$ cat config.mk
export PLATFORM = sky130hd
export DESIGN_NAME = dma_burst_ctrl
export DESIGN_NICKNAME = d
export VERILOG_FILES = /design/src/rtl/dma_burst_ctrl.sv
export SDC_FILE = /design/constraint.sdc
export NUM_CORES = 1
export LEC_CHECK = 0
export BUFFER_PORTS_ARGS = -buffer_cell sky130_fd_sc_hd__buf_2
export CAP_MARGIN = 20
export CORE_MARGIN = 3
export CORE_UTILIZATION = 44
export DETAILED_ROUTE_END_ITERATION = 8
export HOLD_SLACK_MARGIN = 0.03
export PLACE_DENSITY = 0.78
export SYNTH_ARGS = -nofsm -noshare
export SYNTH_HDL_FRONTEND = slang
export SYNTH_SLANG_ARGS = --single-unit
$ cat constraint.sdc
create_clock -name clk -period 2.64 [get_ports clk]
set_input_delay 0.396 -clock clk [delete_from_list [all_inputs] [get_ports clk]]
set_output_delay 0.396 -clock clk [all_outputs]
set_load 0.03 [all_outputs]
$ cat src/rtl/dma_burst_ctrl.sv
// dma_burst_ctrl: splits a programmed transfer into AXI-native bursts and moves words
// between memory and a pair of valid/ready word streams.
// Optional build macro: DMA_BURST_4K_EN (bursts never cross a 4096-byte page).
module dma_burst_ctrl #(
  parameter int unsigned DATA_W    = 32,
  parameter int unsigned ADDR_W    = 32,
  parameter int unsigned LEN_W     = 8,
  parameter int unsigned CNT_W     = 16,
  parameter int unsigned MAX_BURST = 16
) (
  input  logic                clk,
  input  logic                rst,
  input  logic                start,
  input  logic                dir,
  input  logic [ADDR_W-1:0]   base_addr,
  input  logic [CNT_W-1:0]    nwords,
  output logic                busy,
  output logic                done,
  output logic                err,
  input  logic                s_tvalid,
  input  logic [DATA_W-1:0]   s_tdata,
  output logic                s_tready,
  output logic                m_tvalid,
  output logic [DATA_W-1:0]   m_tdata,
  input  logic                m_tready,
  output logic                valid,
  output logic [ADDR_W-1:0]   address,
  output logic [DATA_W-1:0]   wdata,
  output logic [DATA_W/8-1:0] wstrb,
  input  logic [DATA_W-1:0]   rdata,
  input  logic                ready,
  output logic [LEN_W-1:0]    dma_len,
  input  logic                dma_ready,
  input  logic                error
);

  localparam int unsigned BYTES = DATA_W / 8;
  localparam int unsigned BW    = LEN_W + 1;                  // beats per burst, up to 2**LEN_W
  localparam int unsigned MW    = (CNT_W > 13) ? CNT_W : 13;  // width for the min() terms

  typedef enum logic [2:0] {
    S_IDLE = 3'd0,
    S_CALC = 3'd1,
    S_WAIT = 3'd2,
    S_XFER = 3'd3,
    S_DONE = 3'd4
  } state_t;

  state_t              r_state;
  state_t              w_state_nxt;

  logic                r_dir;
  logic [ADDR_W-1:0]   r_addr;
  logic [CNT_W-1:0]    r_rem;
  logic [LEN_W-1:0]    r_dma_len;
  logic [BW-1:0]       r_beats;
  logic [BW-1:0]       r_bcnt;
  logic                r_err;
  logic                r_m_tvalid;
  logic [DATA_W-1:0]   r_m_tdata;

  logic                w_start_ok;
  logic                w_valid;
  logic                w_beat;
  logic                w_last_beat;
  logic                w_err_set;
  logic [MW-1:0]       w_min;
  logic [BW-1:0]       w_beats_calc;

  // Start is taken only when idle and the read-stream buffer has drained
  assign w_start_ok  = start & (r_state == S_IDLE) & ~r_m_tvalid;
  assign w_beat      = w_valid & ready;
  assign w_last_beat = w_beat & (r_bcnt == (r_beats - BW'(1)));
  assign w_err_set   = error & ((r_state == S_WAIT) | (r_state == S_XFER));

  // Burst length: min of remaining words, beat cap and (optionally) words left in the page
  always_comb begin
    w_min = MW'(r_rem);
    if (MW'(MAX_BURST) < w_min) w_min = MW'(MAX_BURST);
`ifdef DMA_BURST_4K_EN
    if (MW'((13'd4096 - {1'b0, r_addr[11:0]}) / 13'(BYTES)) < w_min)
      w_min = MW'((13'd4096 - {1'b0, r_addr[11:0]}) / 13'(BYTES));
`else
`endif
    w_beats_calc = BW'(w_min);
  end

  // FSM state register
  always_ff @(posedge clk) begin
    if (rst) r_state <= S_IDLE;
    else     r_state <= w_state_nxt;
  end

  // FSM next state and native/stream handshake outputs
  always_comb begin
    w_state_nxt = r_state;
    w_valid     = 1'b0;
    s_tready    = 1'b0;
    wdata       = '0;
    wstrb       = '0;
    case (r_state)
      S_IDLE: begin
        if (w_start_ok) w_state_nxt = (nwords == '0) ? S_DONE : S_CALC;
      end
      S_CALC: w_state_nxt = S_WAIT;
      S_WAIT: begin
        if (dma_ready) w_state_nxt = S_XFER;
      end
      S_XFER: begin
        if (r_dir) begin
          w_valid  = s_tvalid;
          s_tready = ready;
          wdata    = s_tdata;
          wstrb    = '1;
        end else begin
          // Only request a word when the single-entry output buffer can take it
          w_valid  = ~r_m_tvalid | m_tready;
        end
        if (w_last_beat) begin
          if ((r_rem != CNT_W'(1)) && !r_err && !w_err_set) w_state_nxt = S_CALC;
          else                                              w_state_nxt = S_DONE;
        end
      end
      S_DONE:  w_state_nxt = S_IDLE;
      default: w_state_nxt = S_IDLE;
    endcase
  end

  // Transfer datapath: config latch, burst sizing, beat counting, read buffer
  always_ff @(posedge clk) begin
    if (rst) begin
      r_dir      <= 1'b0;
      r_addr     <= '0;
      r_rem      <= '0;
      r_dma_len  <= '0;
      r_beats    <= '0;
      r_bcnt     <= '0;
      r_err      <= 1'b0;
      r_m_tvalid <= 1'b0;
      r_m_tdata  <= '0;
    end else begin
      if (w_start_ok) begin
        r_dir  <= dir;
        r_addr <= base_addr & ~ADDR_W'(BYTES - 1);
        r_rem  <= nwords;
        r_err  <= 1'b0;
      end else if (w_err_set) begin
        r_err  <= 1'b1;
      end
      if (r_state == S_CALC) begin
        r_dma_len <= LEN_W'(w_beats_calc - BW'(1));
        r_beats   <= w_beats_calc;
        r_bcnt    <= '0;
      end
      if (w_beat) begin
        r_addr <= r_addr + ADDR_W'(BYTES);
        r_rem  <= r_rem - CNT_W'(1);
        r_bcnt <= r_bcnt + BW'(1);
      end
      if (w_beat && !r_dir) begin
        r_m_tdata  <= rdata;
        r_m_tvalid <= 1'b1;
      end else if (m_tready && r_m_tvalid) begin
        r_m_tvalid <= 1'b0;
      end
    end
  end

  // Status and registered outputs
  assign busy     = (r_state != S_IDLE);
  assign done     = (r_state == S_DONE);
  assign err      = r_err;
  assign valid    = w_valid;
  assign address  = r_addr;
  assign dma_len  = r_dma_len;
  assign m_tvalid = r_m_tvalid;
  assign m_tdata  = r_m_tdata;

endmodule

Yosys cells after proc, flatten, opt, wreduce, memory -nomap -nowiden
Cells that the tools add are included.
- bits in registers: 112
- output and inout port bits: 114
- add/subtract/negate cells: 5
- $lt $le $gt $ge: 1
- equal/unequal tests: 9
- multiplexer cells: 23
- bitwise logic cells: 8
- reductions and logical operators: 15
- operator list (kind ; number):
    2-to-1 mux 32 bit ; 4
    adder 32 x 3 -> 32 bit (second input constant) ; 1
    2-to-1 mux 16 bit ; 2
    2-to-1 mux 9 bit ; 3
    logical NOT 16 bit ; 1
    < comparator 5 x 16 -> 1 bit (first input constant) ; 1
    inequality test 16 x 1 -> 1 bit (second input constant) ; 1
    subtractor 16 x 1 -> 16 bit (second input constant) ; 1
    2-to-1 mux 3 bit ; 5
    one-hot mux 3 bit (4 select lines) ; 1
    adder 9 x 1 -> 9 bit (second input constant) ; 1
    equality test 9 bit ; 1
    subtractor 9 x 1 -> 9 bit (second input constant) ; 1
    2-to-1 mux 4 bit ; 2
    subtractor 8 x 1 -> 8 bit (second input constant) ; 1
    equality test 3 x 2 -> 1 bit (second input constant) ; 2
    2-to-1 mux 1 bit ; 6
    inequality test 2 bit (second input constant) ; 3
    nonzero test 2 bit ; 3
    bitwise AND 1 bit ; 5
    logical AND 1 bit ; 4
    equality test 3 x 1 -> 1 bit (second input constant) ; 1
    equality test 3 bit (second input constant) ; 1
    logical NOT 1 bit ; 3
    6 further kinds ; 7

Logic depth before layout (Yosys ltp)
- depth in word-level cells: 8
- gate-level depth with buffers: 12
- mapped depth without buffers: 10

Worst setup path after synthesis
OpenSTA, ideal clock, no wires.
- path kind: register to register
- start: register r_rem[7]
- end: register r_dma_len[4] (netlist: dma_len[4])
- data arrival time: 2487 ps
- required time: 2566 ps
- path slack: 78 ps
- cell stages (with the launch flop): 10
- path buffers: 2
- clock period less this slack: 2562 ps
- cells stage by stage: dfxtp_1 -> or4_1 -> buf_2 -> nor4_1 -> and2_1 -> clkbuf_1 -> nand2_1 -> ha_1 -> or3_1 -> a31oi_1
- cells in the longest elaborated chain, start to end: 3
- RTL lines (item ; line ; text):
    start, declared ; 54 ; logic [CNT_W-1:0] r_rem;
    start signal, assigned ; 145 ; r_rem <= nwords;
    start signal, assigned ; 157 ; r_rem <= r_rem - CNT_W'(1);
    < comparator 5 x 16 -> 1 bit ; 79 ; if (MW'(MAX_BURST) < w_min) w_min = MW'(MAX_BURST);
    2-to-1 mux 9 bit ; 79 ;
    subtractor 8 x 1 -> 8 bit ; 151 ; r_dma_len <= LEN_W'(w_beats_calc - BW'(1));
    end signal, assigned ; 151 ;
    end, declared ; 55 ; logic [LEN_W-1:0] r_dma_len;
Every way passes these cells.
A chain may end at the register's enable or synchronous reset.

Worst setup path after layout
- start: register r_rem[7]
- end: register r_state[0]
- cells in the longest elaborated chain, start to end: 6
- RTL lines (item ; line ; text):
    inequality test 16 x 1 -> 1 bit ; 120 ; if ((r_rem != CNT_W'(1)) && !r_err && !w_err_set) w_state_nxt = S_CALC;
    logical AND 1 bit (2 in series) ; 120 ;
    2-to-1 mux 3 bit ; 120 ;
    2-to-1 mux 3 bit ; 119 ; if (w_last_beat) begin
    one-hot mux 3 bit (4 select lines) ; 101 ; case (r_state)
    end signal, assigned ; 91 ; else r_state <= w_state_nxt;
    end, declared ; 49 ; state_t r_state;
Every way passes these cells. The select of a mux whose other input is x is not followed.

==> results.yml <==
floorplanning:
  die_h_um: 120
  std_cell_rows: 40
  initial_core_util_pct: 46.2
  io_pins: 235
  coreArea_mm2: 0.0124
  design.die.area_mm2: 0.0144
  die_x_um: 120
min_path:
  whs_endpoint: "m_tdata[2]"
  min_from: "rdata[2]"
  hp-class: "input port to flip-flop"
  whs_path_depth: 3
drt:
  drtIter0Drc: 369
  drc: 0
  routedWlPerCell_um: 15.2
  dr_total_vias: 6221
  firstDrtPassIters: 6
  ant_nets: 0
  routed_via_density: 5.52
  wl_um: 17100
placed_design:
  port_buffers: 230
  hpwl_um: 12700
  pre_cts_ws_ns: 0.178
  gp_congestion: 0.854
sta:
  maxSlewViolCount: 0
  timing.final.ws_setup_ns: 0.161
  period_share_pct: 93.9
  finalHoldViolCount: 0
  layout_min_cycle_time_ns: 2.48
  slew_headroom_pct: 53.0
  fin_tns_setup_ns: 0
  setup_violations: 0
  timing.hold.ws_ns: 0.262
  finClkSkew_ns: 0.00609
  tightestPinTransition_ns: 0.705
  fmaxAchievable_mhz: 403
  rsz0062_at_grt: "false"
clocking:
  clk_pin_slew_worst_paths_ns: 0.08
  clock_latency_ns: 0.36
  cts_buffers: 9
  clockBufferDepth: 2
  clock-sinks: 110
  cts_root_buf: "clkbuf_16"
  cts_setup_buffers: 0
  cts_max_level: 3
  cts_tree: "done"
run:
  maxCapViolCount: 0
outcome:
  outcome: "completed"
pwr:
  swShare_pct: 31.0
  ir_drop_v: 0.000532
  leakage_nw: 3.17
  seq_power_share_pct: 43.6
  p_comb_share_pct: 21.0
  p_int_mw: 2.94
  p_sw_mw: 1.32
  power.density_mw_per_mm2: 574
  clockPowerShare_pct: 35.5
worst_setup_path:
  crit_family: "simple AND/OR/NAND/NOR gates"
  crit_required_ns: 2.89
  slowest_stage: "or4_2"
  critPathArrivalTime_ns: 2.72
  rr_startpoint: "r_rem[7]"
  start_kind: "flip-flop"
  r2r-end: "r_state[0]"
  r2r_cells: 6
  regToRegSetupSlack_ns: 0.16
  worstPathBufferInverterCount: 1
  timing_worst_setup_path_type: "flip-flop to flip-flop"
  crit_path_max_incr_delay_ns: 0.69
  worst_setup_path_end_kind: "flip-flop"
  path_cells: "or4_1 -> buf_4 -> or4_2 -> o21a_1 -> a221oi_1 -> a21oi_1"
  critPathMaxFanout: 7
logic_synthesis:
  ys_async_sr_fraction_pct: 0
  syn-cell-area_mm2: 0.00571
  synth-edff-count: 0
  ys_seq_area_share_pct: 38.6
  avgSynthCellArea_um2: 7.66
  synthCells: 745
  ys.flop_type: "dfxtp_1"
  yosysUniqueCellTypes: 60
  synth_warnings: 0
  ys_ff_latch: 110
global_routing:
  antenna_found_initial: 0
  gr-total-overflow: 0
  grt_pass1_vias: 5729
  grt_pass1_wl_um: 27500
  grt_max_degree: 57
  grt.total_usage_pct: 23.4
finish:
  final_common_cell: "buf_2"
  antenna_cells: 0
  finish.utilization_pct: 60.0
  final_cell_mix: "buf_2, nand2_1, dfxtp_1, a21oi_1, and2_1"
  seqCellArea_mm2: 0.00220
  multi_input_comb_area_mm2: 0.00326
  n_fill_cell: 1151
  syn_to_final_growth_pct: 29.9
  drive_gt1_share_pct: 31.0
  fin_nets: 1083
==> flip-flops by register name, indices dropped and copies added (netlist names) <==
signal / count
r_state: 3
err: 1
dma_len: 8
r_bcnt: 9
r_rem: 16
m_tvalid: 1
m_tdata: 32
r_dir: 1
r_beats: 9
address: 30
==> cell type report <==
class | instances | share of cell area (%)
Multi-Input combinational cell | 569 | 43.9
Sequential cell | 110 | 29.7
Timing Repair Buffer | 256 | 18.6
Clock buffer | 9 | 3.04
Tap cell | 168 | 2.84
Clock inverter | 7 | 1.40
Inverter | 9 | 0.456
==> worst max-delay path by stage <==
stage | startpoint | end | slack (ns) | cells past startpoint
after floorplan | r_rem[7] | dma_len[4] | 0.08 | 9
after global placement | r_rem[7] | r_state[0] | 0.19 | 6
after detailed placement | r_rem[7] | r_state[0] | 0.18 | 6
after CTS | r_rem[7] | dma_len[5] | 0.12 | 6
after global routing | r_rem[7] | dma_len[4] | 0.02 | 8
final | r_rem[7] | r_state[0] | 0.16 | 6
==> metrics by stage <==
step | total power, mW | cells | cell area (um2)
floorplan | 2.44 | 746 | 5710
global placement | 2.77 | 1111 | 7060
detailed placement | 2.78 | 1112 | 7080
CTS | 4.29 | 1128 | 7410
global route | 4.47 | 1128 | 7410
finish | 4.25 | 1128 | 7410
==> synth_stat cells, types with 16 or more instances <==
cell type / n / area share (%)
nand4_1: 17 / 1.9
nand3_1: 30 / 2.6
a21oi_1: 74 / 6.5
or3_1: 16 / 1.8
nor2_1: 40 / 2.6
a31oi_1: 32 / 3.5
and2_1: 47 / 5.2
o21ai_0: 20 / 1.8
nand2_1: 129 / 8.5
clkbuf_1: 45 / 3.0
nor3_1: 17 / 1.5
dfxtp_1: 110 / 39
==> per-layer routing <==
layer	vias up	part of all wire (%)	track usage, %
li1	3106	-	-
met1	2827	40	27.5
met2	270	48	39.7
met3	18	10	9.19
met4	0	1.5	6.51
met5	-	0	0
==> timing repair <==
action	CTS	global route
hold buffers	0	0
gates resized for setup	0	1
setup endpoints to repair	0	2
hold endpoints to repair	0	0
==> cell families after synthesis <==
kind of cell,synth area share (%)
buffers and inverters,4.80
adders and majority gates,1.53
DFF,38.6
muxes,0.395
AOI/OAI and AO/OA,20.4
and+or+nand+nor,32.2
other,0.0657
xor gates and xnor gates,2.00
==> tightest hold or removal path, stage by stage <==
cell	delay, ns
buf_2	0.09
nand2_1	0.05
a21oi_1	0.05
==> power groups by stage <==
stage	Clock [mW]	Combinational, mW	Sequential [mW]
after global routing	1.61	0.983	1.87
after detailed placement	0	0.893	1.89
after floorplan	0	0.456	1.98
after CTS	1.54	0.895	1.85
after global placement	0	0.884	1.88
final	1.51	0.892	1.85
Note: power is estimated with default switching activity, not from simulation.
